## src/rtl/regfile_scoreboard_if.sv

```systemverilog
// Register-file port bundle: two read ports, one write-back port,
// one reservation port and the busy counter.
interface regfile_scoreboard_if #(
  parameter int WIDTH     = 32,
  parameter int ADDR_BITS = 5
);
  logic [ADDR_BITS-1:0] ra1;
  logic [ADDR_BITS-1:0] ra2;
  logic [WIDTH-1:0]     rd1;
  logic [WIDTH-1:0]     rd2;
  logic                 busy1;
  logic                 busy2;
  logic [ADDR_BITS-1:0] wa;
  logic [WIDTH-1:0]     wd;
  logic                 wrenable;
  logic [ADDR_BITS-1:0] rsv_addr;
  logic                 rsv_en;
  logic [ADDR_BITS:0]   busy_count;

  modport master (
    output ra1, ra2, wa, wd, wrenable,
    output rsv_addr, rsv_en,
    input  rd1, rd2, busy1, busy2, busy_count
  );

  modport slave (
    input  ra1, ra2, wa, wd, wrenable,
    input  rsv_addr, rsv_en,
    output rd1, rd2, busy1, busy2, busy_count
  );
endinterface

```

## src/rtl/regfile_scoreboard.sv

```systemverilog
// Register file with per-register busy bits and a busy counter.
// Define REGFILE_BYPASS_EN to forward write-back data to read ports.
module regfile_scoreboard #(
  parameter int WIDTH     = 32,
  parameter int ADDR_BITS = 5
) (
  input logic                  clk,
  input logic                  reset,
  regfile_scoreboard_if.slave  bus
);
  localparam int DEPTH = 2 ** ADDR_BITS;
  localparam logic [ADDR_BITS:0] CNT_MAX =
    (ADDR_BITS+1)'(DEPTH - 1);

  logic [WIDTH-1:0]   regs [DEPTH];
  logic [DEPTH-1:0]   busy;
  logic [ADDR_BITS:0] cnt;
  logic               wr_ok;
  logic               rsv_ok;
  logic               set_new;
  logic               clr_old;

  assign wr_ok   = bus.wrenable && (bus.wa != '0);
  assign rsv_ok  = bus.rsv_en && (bus.rsv_addr != '0);
  assign set_new = rsv_ok && !busy[bus.rsv_addr];
  assign clr_old = wr_ok && busy[bus.wa] &&
                   !(rsv_ok && (bus.rsv_addr == bus.wa));

  // Data storage; register 0 is never written so it stays 0.
  always_ff @(posedge clk or posedge reset) begin
    if (reset) begin
      for (int i = 0; i < DEPTH; i++) regs[i] <= '0;
    end else if (wr_ok) begin
      regs[bus.wa] <= bus.wd;
    end
  end

  // Busy bits: write-back clears, reservation sets and wins a tie.
  always_ff @(posedge clk or posedge reset) begin
    if (reset) begin
      busy <= '0;
    end else begin
      if (wr_ok)  busy[bus.wa]       <= 1'b0;
      if (rsv_ok) busy[bus.rsv_addr] <= 1'b1;
    end
  end

  // Busy counter tracks the net change of busy bits each edge.
  always_ff @(posedge clk or posedge reset) begin
    if (reset) begin
      cnt <= '0;
    end else if (set_new && !clr_old && cnt != CNT_MAX) begin
      cnt <= cnt + 1'b1;
    end else if (clr_old && !set_new && cnt != '0) begin
      cnt <= cnt - 1'b1;
    end
  end

  assign bus.busy_count = cnt;

  // Combinational read ports, optionally forwarding write-back.
  always_comb begin
    bus.rd1   = regs[bus.ra1];
    bus.busy1 = busy[bus.ra1];
    bus.rd2   = regs[bus.ra2];
    bus.busy2 = busy[bus.ra2];
`ifdef REGFILE_BYPASS_EN
    if (!reset && wr_ok && (bus.wa == bus.ra1)) begin
      bus.rd1   = bus.wd;
      bus.busy1 = rsv_ok && (bus.rsv_addr == bus.ra1);
    end
    if (!reset && wr_ok && (bus.wa == bus.ra2)) begin
      bus.rd2   = bus.wd;
      bus.busy2 = rsv_ok && (bus.rsv_addr == bus.ra2);
    end
`endif
  end
endmodule

```

## src/flat_wrapper.sv

```systemverilog
// flat-port wrapper written by rule: the top's interface ports become plain ports
module regfile_scoreboard_flat 
#(
  parameter int WIDTH     = 32,
  parameter int ADDR_BITS = 5
)
  (clk, reset, bus_ra1, bus_ra2, bus_wa, bus_wd, bus_wrenable, bus_rsv_addr, bus_rsv_en, bus_rd1, bus_rd2, bus_busy1, bus_busy2, bus_busy_count);
  regfile_scoreboard_if #(.WIDTH(WIDTH), .ADDR_BITS(ADDR_BITS)) bus_i ();
  input logic clk;
  input logic reset;
  input wire logic [$bits(bus_i.ra1)-1:0] bus_ra1;
  input wire logic [$bits(bus_i.ra2)-1:0] bus_ra2;
  input wire logic [$bits(bus_i.wa)-1:0] bus_wa;
  input wire logic [$bits(bus_i.wd)-1:0] bus_wd;
  input wire logic [$bits(bus_i.wrenable)-1:0] bus_wrenable;
  input wire logic [$bits(bus_i.rsv_addr)-1:0] bus_rsv_addr;
  input wire logic [$bits(bus_i.rsv_en)-1:0] bus_rsv_en;
  output wire logic [$bits(bus_i.rd1)-1:0] bus_rd1;
  output wire logic [$bits(bus_i.rd2)-1:0] bus_rd2;
  output wire logic [$bits(bus_i.busy1)-1:0] bus_busy1;
  output wire logic [$bits(bus_i.busy2)-1:0] bus_busy2;
  output wire logic [$bits(bus_i.busy_count)-1:0] bus_busy_count;
  assign bus_i.ra1 = bus_ra1;
  assign bus_i.ra2 = bus_ra2;
  assign bus_i.wa = bus_wa;
  assign bus_i.wd = bus_wd;
  assign bus_i.wrenable = bus_wrenable;
  assign bus_i.rsv_addr = bus_rsv_addr;
  assign bus_i.rsv_en = bus_rsv_en;
  assign bus_rd1 = bus_i.rd1;
  assign bus_rd2 = bus_i.rd2;
  assign bus_busy1 = bus_i.busy1;
  assign bus_busy2 = bus_i.busy2;
  assign bus_busy_count = bus_i.busy_count;
  regfile_scoreboard #(.WIDTH(WIDTH), .ADDR_BITS(ADDR_BITS)) u_core (.clk(clk), .reset(reset), .bus(bus_i));
endmodule
```

## config.mk

```make
export PLATFORM = sky130hd
export DESIGN_NAME = regfile_scoreboard_flat
export DESIGN_NICKNAME = d
export VERILOG_FILES = /design/src/rtl/regfile_scoreboard_if.sv /design/src/rtl/regfile_scoreboard.sv /design/src/flat_wrapper.sv
export SDC_FILE = /design/constraint.sdc
export NUM_CORES = 2
export LEC_CHECK = 0
export ABC_CLOCK_PERIOD_IN_PS = 65099
export CAP_MARGIN = 0
export CELL_PAD_IN_SITES_DETAIL_PLACEMENT = 1
export CELL_PAD_IN_SITES_GLOBAL_PLACEMENT = 2
export CORE_ASPECT_RATIO = 0.9
export CORE_MARGIN = 2
export CORE_UTILIZATION = 50
export DETAILED_ROUTE_END_ITERATION = 8
export MAX_ROUTING_LAYER = met4
export PLACE_DENSITY = 0.82
export SYNTH_ARGS = -nofsm -noshare
export SYNTH_HDL_FRONTEND = slang
export SYNTH_SLANG_ARGS = --single-unit
```

## constraint.sdc

```tcl
create_clock -name clk -period 65.1 [get_ports clk]
set_clock_uncertainty 0.15 [all_clocks]
set_input_delay 16.275 -clock clk [delete_from_list [all_inputs] [get_ports clk]]
set_output_delay 16.275 -clock clk [all_outputs]
set_load 0.1 [all_outputs]
```

; ---- Word level (Yosys, flattened, before mapping)
; Index checks and enable logic that the tools add are counted.
[totals]
regBits = 1062
input_bits = 56
out_inout_bits = 72
elab_cells = 100
[op_classes]
addsub = 2
n_lt_le_gt_ge = 10
eq_ne = 2
mux = 25
n_bitwise = 6
reduce_logical = 21
[ops]
columns = cell, n
row1 = bitwise mux 1024 bit, 1
row2 = binary-select mux 32 bit (select 5 bit), 2
row3 = two-way mux 32 bit, 7
row4 = demux 32 bit (select 5 bit), 1
row5 = bitwise AND 32 bit, 1
row6 = NOT 32 bit, 1
row7 = OR 32 bit, 1
row8 = "< comparator 5 x 6 -> 1 bit, second input constant", 4
row9 = binary-select mux 1 bit (select 5 bit), 4
row10 = ">= comparator 6 bit, second input constant", 3
row11 = NOT 5 -> 6 bit, 3
row12 = logical AND 1 bit, 13
row13 = two-way mux 6 bit, 2
row14 = demux 1 bit (select 5 bit), 2
row15 = ">= comparator 5 x 1 -> 1 bit, second input constant", 2
row16 = nonzero test 5 bit, 2
row17 = "adder 6 x 1 -> 6 bit, second input constant", 1
row18 = "< comparator 6 x 1 -> 1 bit, second input constant", 1
row19 = two-way mux 1 bit, 6
row20 = "!= test 6 x 5 -> 1 bit, second input constant", 1
row21 = nonzero test 6 bit, 1
row22 = "subtractor 6 x 1 -> 6 bit, second input constant", 1
row23 = equality test 5 bit, 1
row24 = zero test 1 bit, 4
row25 = nonzero test 2 bit, 1

; ---- Longest topological paths before layout
[logic_depth]
word_depth = 9
depth_mapped = 16
mapped_depth_nobuf = 13

; ---- Least setup slack after synthesis
; No wires, ideal clock.
[synth_path]
path_kind = input to output
from = in bus_ra1[0]
to = out bus_busy1
t_arrival_ns = 18.385
required_time_ns = 48.675
slack_ns = 30.290
cell_stages = 6
path_buffers = 3
cell_sequence = clkbuf_1 > clkbuf_1 > buf_2 > mux4_2 > mux4_2 > mux2_2
[synth_between]
elab_chain_len = 2
[synth_lines]
columns = item, line_no
row1 = "start, declared", flat_wrapper.sv:11  ; input wire logic [$bits(bus_i.ra1)-1:0] bus_ra1;
row2 = binary-select mux 1 bit (select 5 bit), regfile_scoreboard.sv:64  ; bus.busy1 = busy[bus.ra1];
row3 = two-way mux 1 bit (not written as such), regfile_scoreboard.sv:64
row4 = "end, declared", flat_wrapper.sv:20  ; output wire logic [$bits(bus_i.busy1)-1:0] bus_busy1;
; Every way passes these cells. The select of a mux whose other input is x is not followed.

; ---- Final worst setup path
[layout_path]
from = in bus_ra2[1]
to = out bus_rd2[25]
[layout_between]
elab_chain_len = 4
[layout_lines]
columns = item, line_no
row1 = "start, declared", flat_wrapper.sv:12  ; input wire logic [$bits(bus_i.ra2)-1:0] bus_ra2;
row2 = NOT 5 -> 6 bit (not written as such), regfile_scoreboard.sv:65  ; bus.rd2 = regs[bus.ra2];
row3 = binary-select mux 32 bit (select 5 bit), regfile_scoreboard.sv:65
row4 = two-way mux 32 bit (not written as such) (2 in series), regfile_scoreboard.sv:65
row5 = "end, declared", flat_wrapper.sv:19  ; output wire logic [$bits(bus_i.rd2)-1:0] bus_rd2;
; Every way passes these cells. The select of a mux whose other input is x is not followed.

==> metrics.md <==
| Metric | Value |
|---|---|
| Status | `finished clean` |
| WL per Instance | `roughly 35 µm` |
| RR Startpoint | `u_core.busy[9]` |
| Placed instance area | `between 50000 and 60000 µm²` |
| R2R Path End | `u_core.bus.busy_count[4]` |
| Count of warnings emitted by yosys | `0` |
| Synthesized cell area | `between 50000 and 60000 µm²` |
| Hold Path End | `u_core.regs[1014]` |
| Worst-path fanout max | `93` |
| Via-to-Cell Ratio | `6.87` |
| Sw frac | `30.5%` |
| Routed Wire Length | `between 150 and 200 mm` |
| RSZ-0062 raised after global routing | `false` |
| Synth area leader | `dfrtp_1` |
| Max H-tree Level | `3` |
| Initial Utilization | `50.3%` |
| Storage element area | `approximately 27000 µm²` |
| Power density over cell area | `33.7 nW/µm²` |
| First-pass GRT wire length | `approximately 260 mm` |
| Die height | `between 300 and 400 µm` |
| Setup Viol. Count Final | `0` |
| Synth Instances | `3423` |
| Max Buffers Root-to-Sink | `3` |
| Clock-pin slew on the worst setup and hold paths | `around 60 ps` |
| RD Place Congestion | `slightly above 0.8` |
| Critical path class | `input pin to primary output` |
| FF+latch count, synth | `roughly 1.1k` |
| R2R Setup Slk | `roughly 61000 ps` |
| Drt first pass iters | `7` |
| Fin Setup TNS | `0 ps` |
| Part of the power in registers | `a little over two fifths` |
| Max-slew violation count | `0` |
| Fin. Hold Viols | `0` |
| Site Rows | `117` |
| Hold WC Path Type | `flop to flop` |
| # IOs | `about 130` |
| Layout Nets | `between 3k and 4k` |
| Synth unique cells | `58` |
| Max_cap viols | `0` |
| Initial antenna violation count | `5` |
| Total power | `roughly 0.0021 W` |
| Period Utilization, post-route | `58.9%` |
| Synth top area share | `between 40 and 50%` |
| Cts bufs inserted | `~120` |
| Final hold slack | `between 200 and 250 ps` |
| Area of the multi-input gates | `~29000 µm²` |
| P_int | `between 0.001 and 0.0015 W` |
| TritonCTS clock tree | `built` |
| Avg Inst Size Synth | `between 15 and 20 µm²` |
| VDD IR max | `0.0247 mV` |
| Synth top area cells | `dfrtp_1, mux4_2, mux2_2` |
| Vias in the first global route | `around 37k` |
| DRT antenna net count | `0` |
| Clk pwr share | `around 32%` |
| Leak Pwr | `~27 nW` |
| Final min period | `approximately 38000 ps` |
| Postcts setup bufs | `0` |
| Number of flops mapped to enable cells by yosys | `0` |
| Hold_buf cts | `0` |
| Least-Margin Pin Slew | `~1200 ps` |
| Startpoint Class | `input pin` |
| FILL cells | `approximately 10k` |
| Die area | `roughly 120000 µm²` |
| Async SR Flop Fraction | `between 90% and 100%` |
| Synth Flop Type | `dfrtp_1` |
| Relative slew margins | `22.3%` |
| R2R depth | `12` |
| Worst EP required | `just under 50000 ps` |
| Post_cts resized | `0` |
| Sequential-to-total area share from yosys stat | `around 47%` |
| Port Buffers | `~130` |
| Area grow syn2layout | `10.6%` |
| F_max | `~0.026 GHz` |
| Clk Latency, worst-skew pair | `a little over 700 ps` |
| Net Sw Power | `between 0.0006 and 0.0007 W` |
| Clock Sinks | `around 1.1k` |
| Finished Cell Area | `62700 µm²` |
| DRC violations left | `0` |
| GRT Total Usage | `between 30% and 40%` |
| PnR worst setup slack | `~27000 ps` |
| First-iteration detailed-routing DRC count | `2911` |
| Pre-CTS WS | `around 27000 ps` |
| Hpwl dp | `between 80 and 90 mm` |
| Hold Crit Start | `u_core.regs[1014]` |
| Combinational power share | `25.7%` |
| Share of cells above drive strength 1 | `roughly three fifths` |
| Core area | `between 100000 and 150000 µm²` |
| Hold path depth | `0` |
| Synth Net Count | `approximately 3.5k` |
| Pin count of the biggest net entering global routing | `around 180` |
| Die Width | `between 300 and 400 µm` |
| Grt ovf | `0` |
| Via count | `33.7k` |
| Crit. End Element | `primary output` |
| Critical path data arrival time | `about 22000 ps` |
| Root buf cell | `clkbuf_16` |
[cell type report]
class	count	area share, %
antenna	2	0.00798
timing repair buffer	180	2.74
inverter	11	0.0778
clock inverter	46	0.998
tap	1487	2.97
multi-input combinational	1953	45.6
sequential	1062	42.4
clock buffer	160	5.20
[worst max-delay path by stage]
stage / startpoint / cells past startpoint / to
6_report: bus_ra2[1] / 8 / bus_rd2[25]
5_1_grt: bus_ra2[0] / 8 / bus_rd2[11]
4_1_cts: bus_ra2[0] / 8 / bus_rd2[11]
3_5_place_dp: bus_ra2[0] / 8 / bus_rd2[27]
3_3_place_gp: bus_ra2[0] / 8 / bus_rd2[11]
2_1_floorplan: reset / 1 / u_core.bus.busy_count[0]
[state kept, by name, summed over array words and instances, names as in the netlist]
| name | flops |
|---|---|
| u_core.regs | 1024 |
| u_core.busy | 32 |
| u_core.bus.busy_count | 6 |
[per-layer routing]
layer,share of wire [%],track usage (%)
met3,5.5,4.41
met5,0,-
met1,42,41.7
met2,49,49.1
met4,3.3,9.96
[layout by cell type, fill, tap and decap left out, drive strengths merged, types with 3 or more instances in the layout]
| master | instances |
|---|---|
| clkdlybuf4s50 | 117 |
| xor2 | 7 |
| mux2 | 1066 |
| and3 | 4 |
| nand3b | 3 |
| ha | 4 |
| or3 | 4 |
| nand2 | 34 |
| buf | 63 |
| a32o | 4 |
| nand2b | 6 |
| nor2b | 5 |
| o22ai | 7 |
| nor3 | 10 |
| a21oi | 6 |
| dfrtp | 1062 |
| nand4 | 4 |
| inv | 15 |
| clkinv | 23 |
| clkinvlp | 6 |
| mux2i | 21 |
| mux4 | 662 |
| a211oi | 5 |
| nor2 | 27 |
| clkbuf | 160 |
| o31ai | 4 |
| nand4b | 4 |
| a221oi | 3 |
| nand3 | 5 |
| a22o | 11 |
| bufinv | 13 |
| o21ai | 25 |
| or2 | 3 |
[critical path, cell delays in order]
cell             delay, ps
buf_8                  630
buf_4                  790
buf_4                  840
buf_4                  950
mux4_2                 440
mux4_2                 530
mux2_2                 280
clkdlybuf4s50_1       1000
[synthesized netlist by cell type (all sizes together) (10+ instances only)]
master	instances
buf	149
mux2	1066
mux4	662
mux2i	21
nor2	27
inv	11
a22o	11
nand2	34
o21ai	25
clkbuf	248
dfrtp	1062
nor3	10
[power groups by stage]
stage | sequential, W | clock (W) | combinational [W]
after floorplan | 0.000875 | 0 | 0.000423
after detailed placement | 0.000897 | 0 | 0.000542
after global placement | 0.000878 | 0 | 0.000524
after global routing | 0.000907 | 0.000718 | 0.000571
after CTS | 0.000888 | 0.000689 | 0.000546
final | 0.000892 | 0.000677 | 0.000542
[kinds of logic (layout without fill, tap and decap cells)]
logic type | count (synthesis) | in the layout | synth area share (%)
multiplexers | 1749 | 1749 | 47.9
flip-flops | 1062 | 1062 | 46.9
AND/OR/NAND/NOR | 115 | 115 | 1.03
AO/OA/AOI/OAI | 75 | 75 | 0.967
other | 0 | 2 | 0
buffers and inverters | 408 | 397 | 3.00
XOR/XNOR | 9 | 9 | 0.139
adder cells (fa/ha/maj) | 5 | 5 | 0.124
[metrics by stage]
step,utilization (%),std cells
2_1_floorplan,-,3423
3_3_place_gp,52.2,4693
3_5_place_dp,52.2,4693
4_1_cts,55.6,4899
5_1_grt,55.6,4901
6_report,55.6,4901
(Power assumes the default switching activity.)
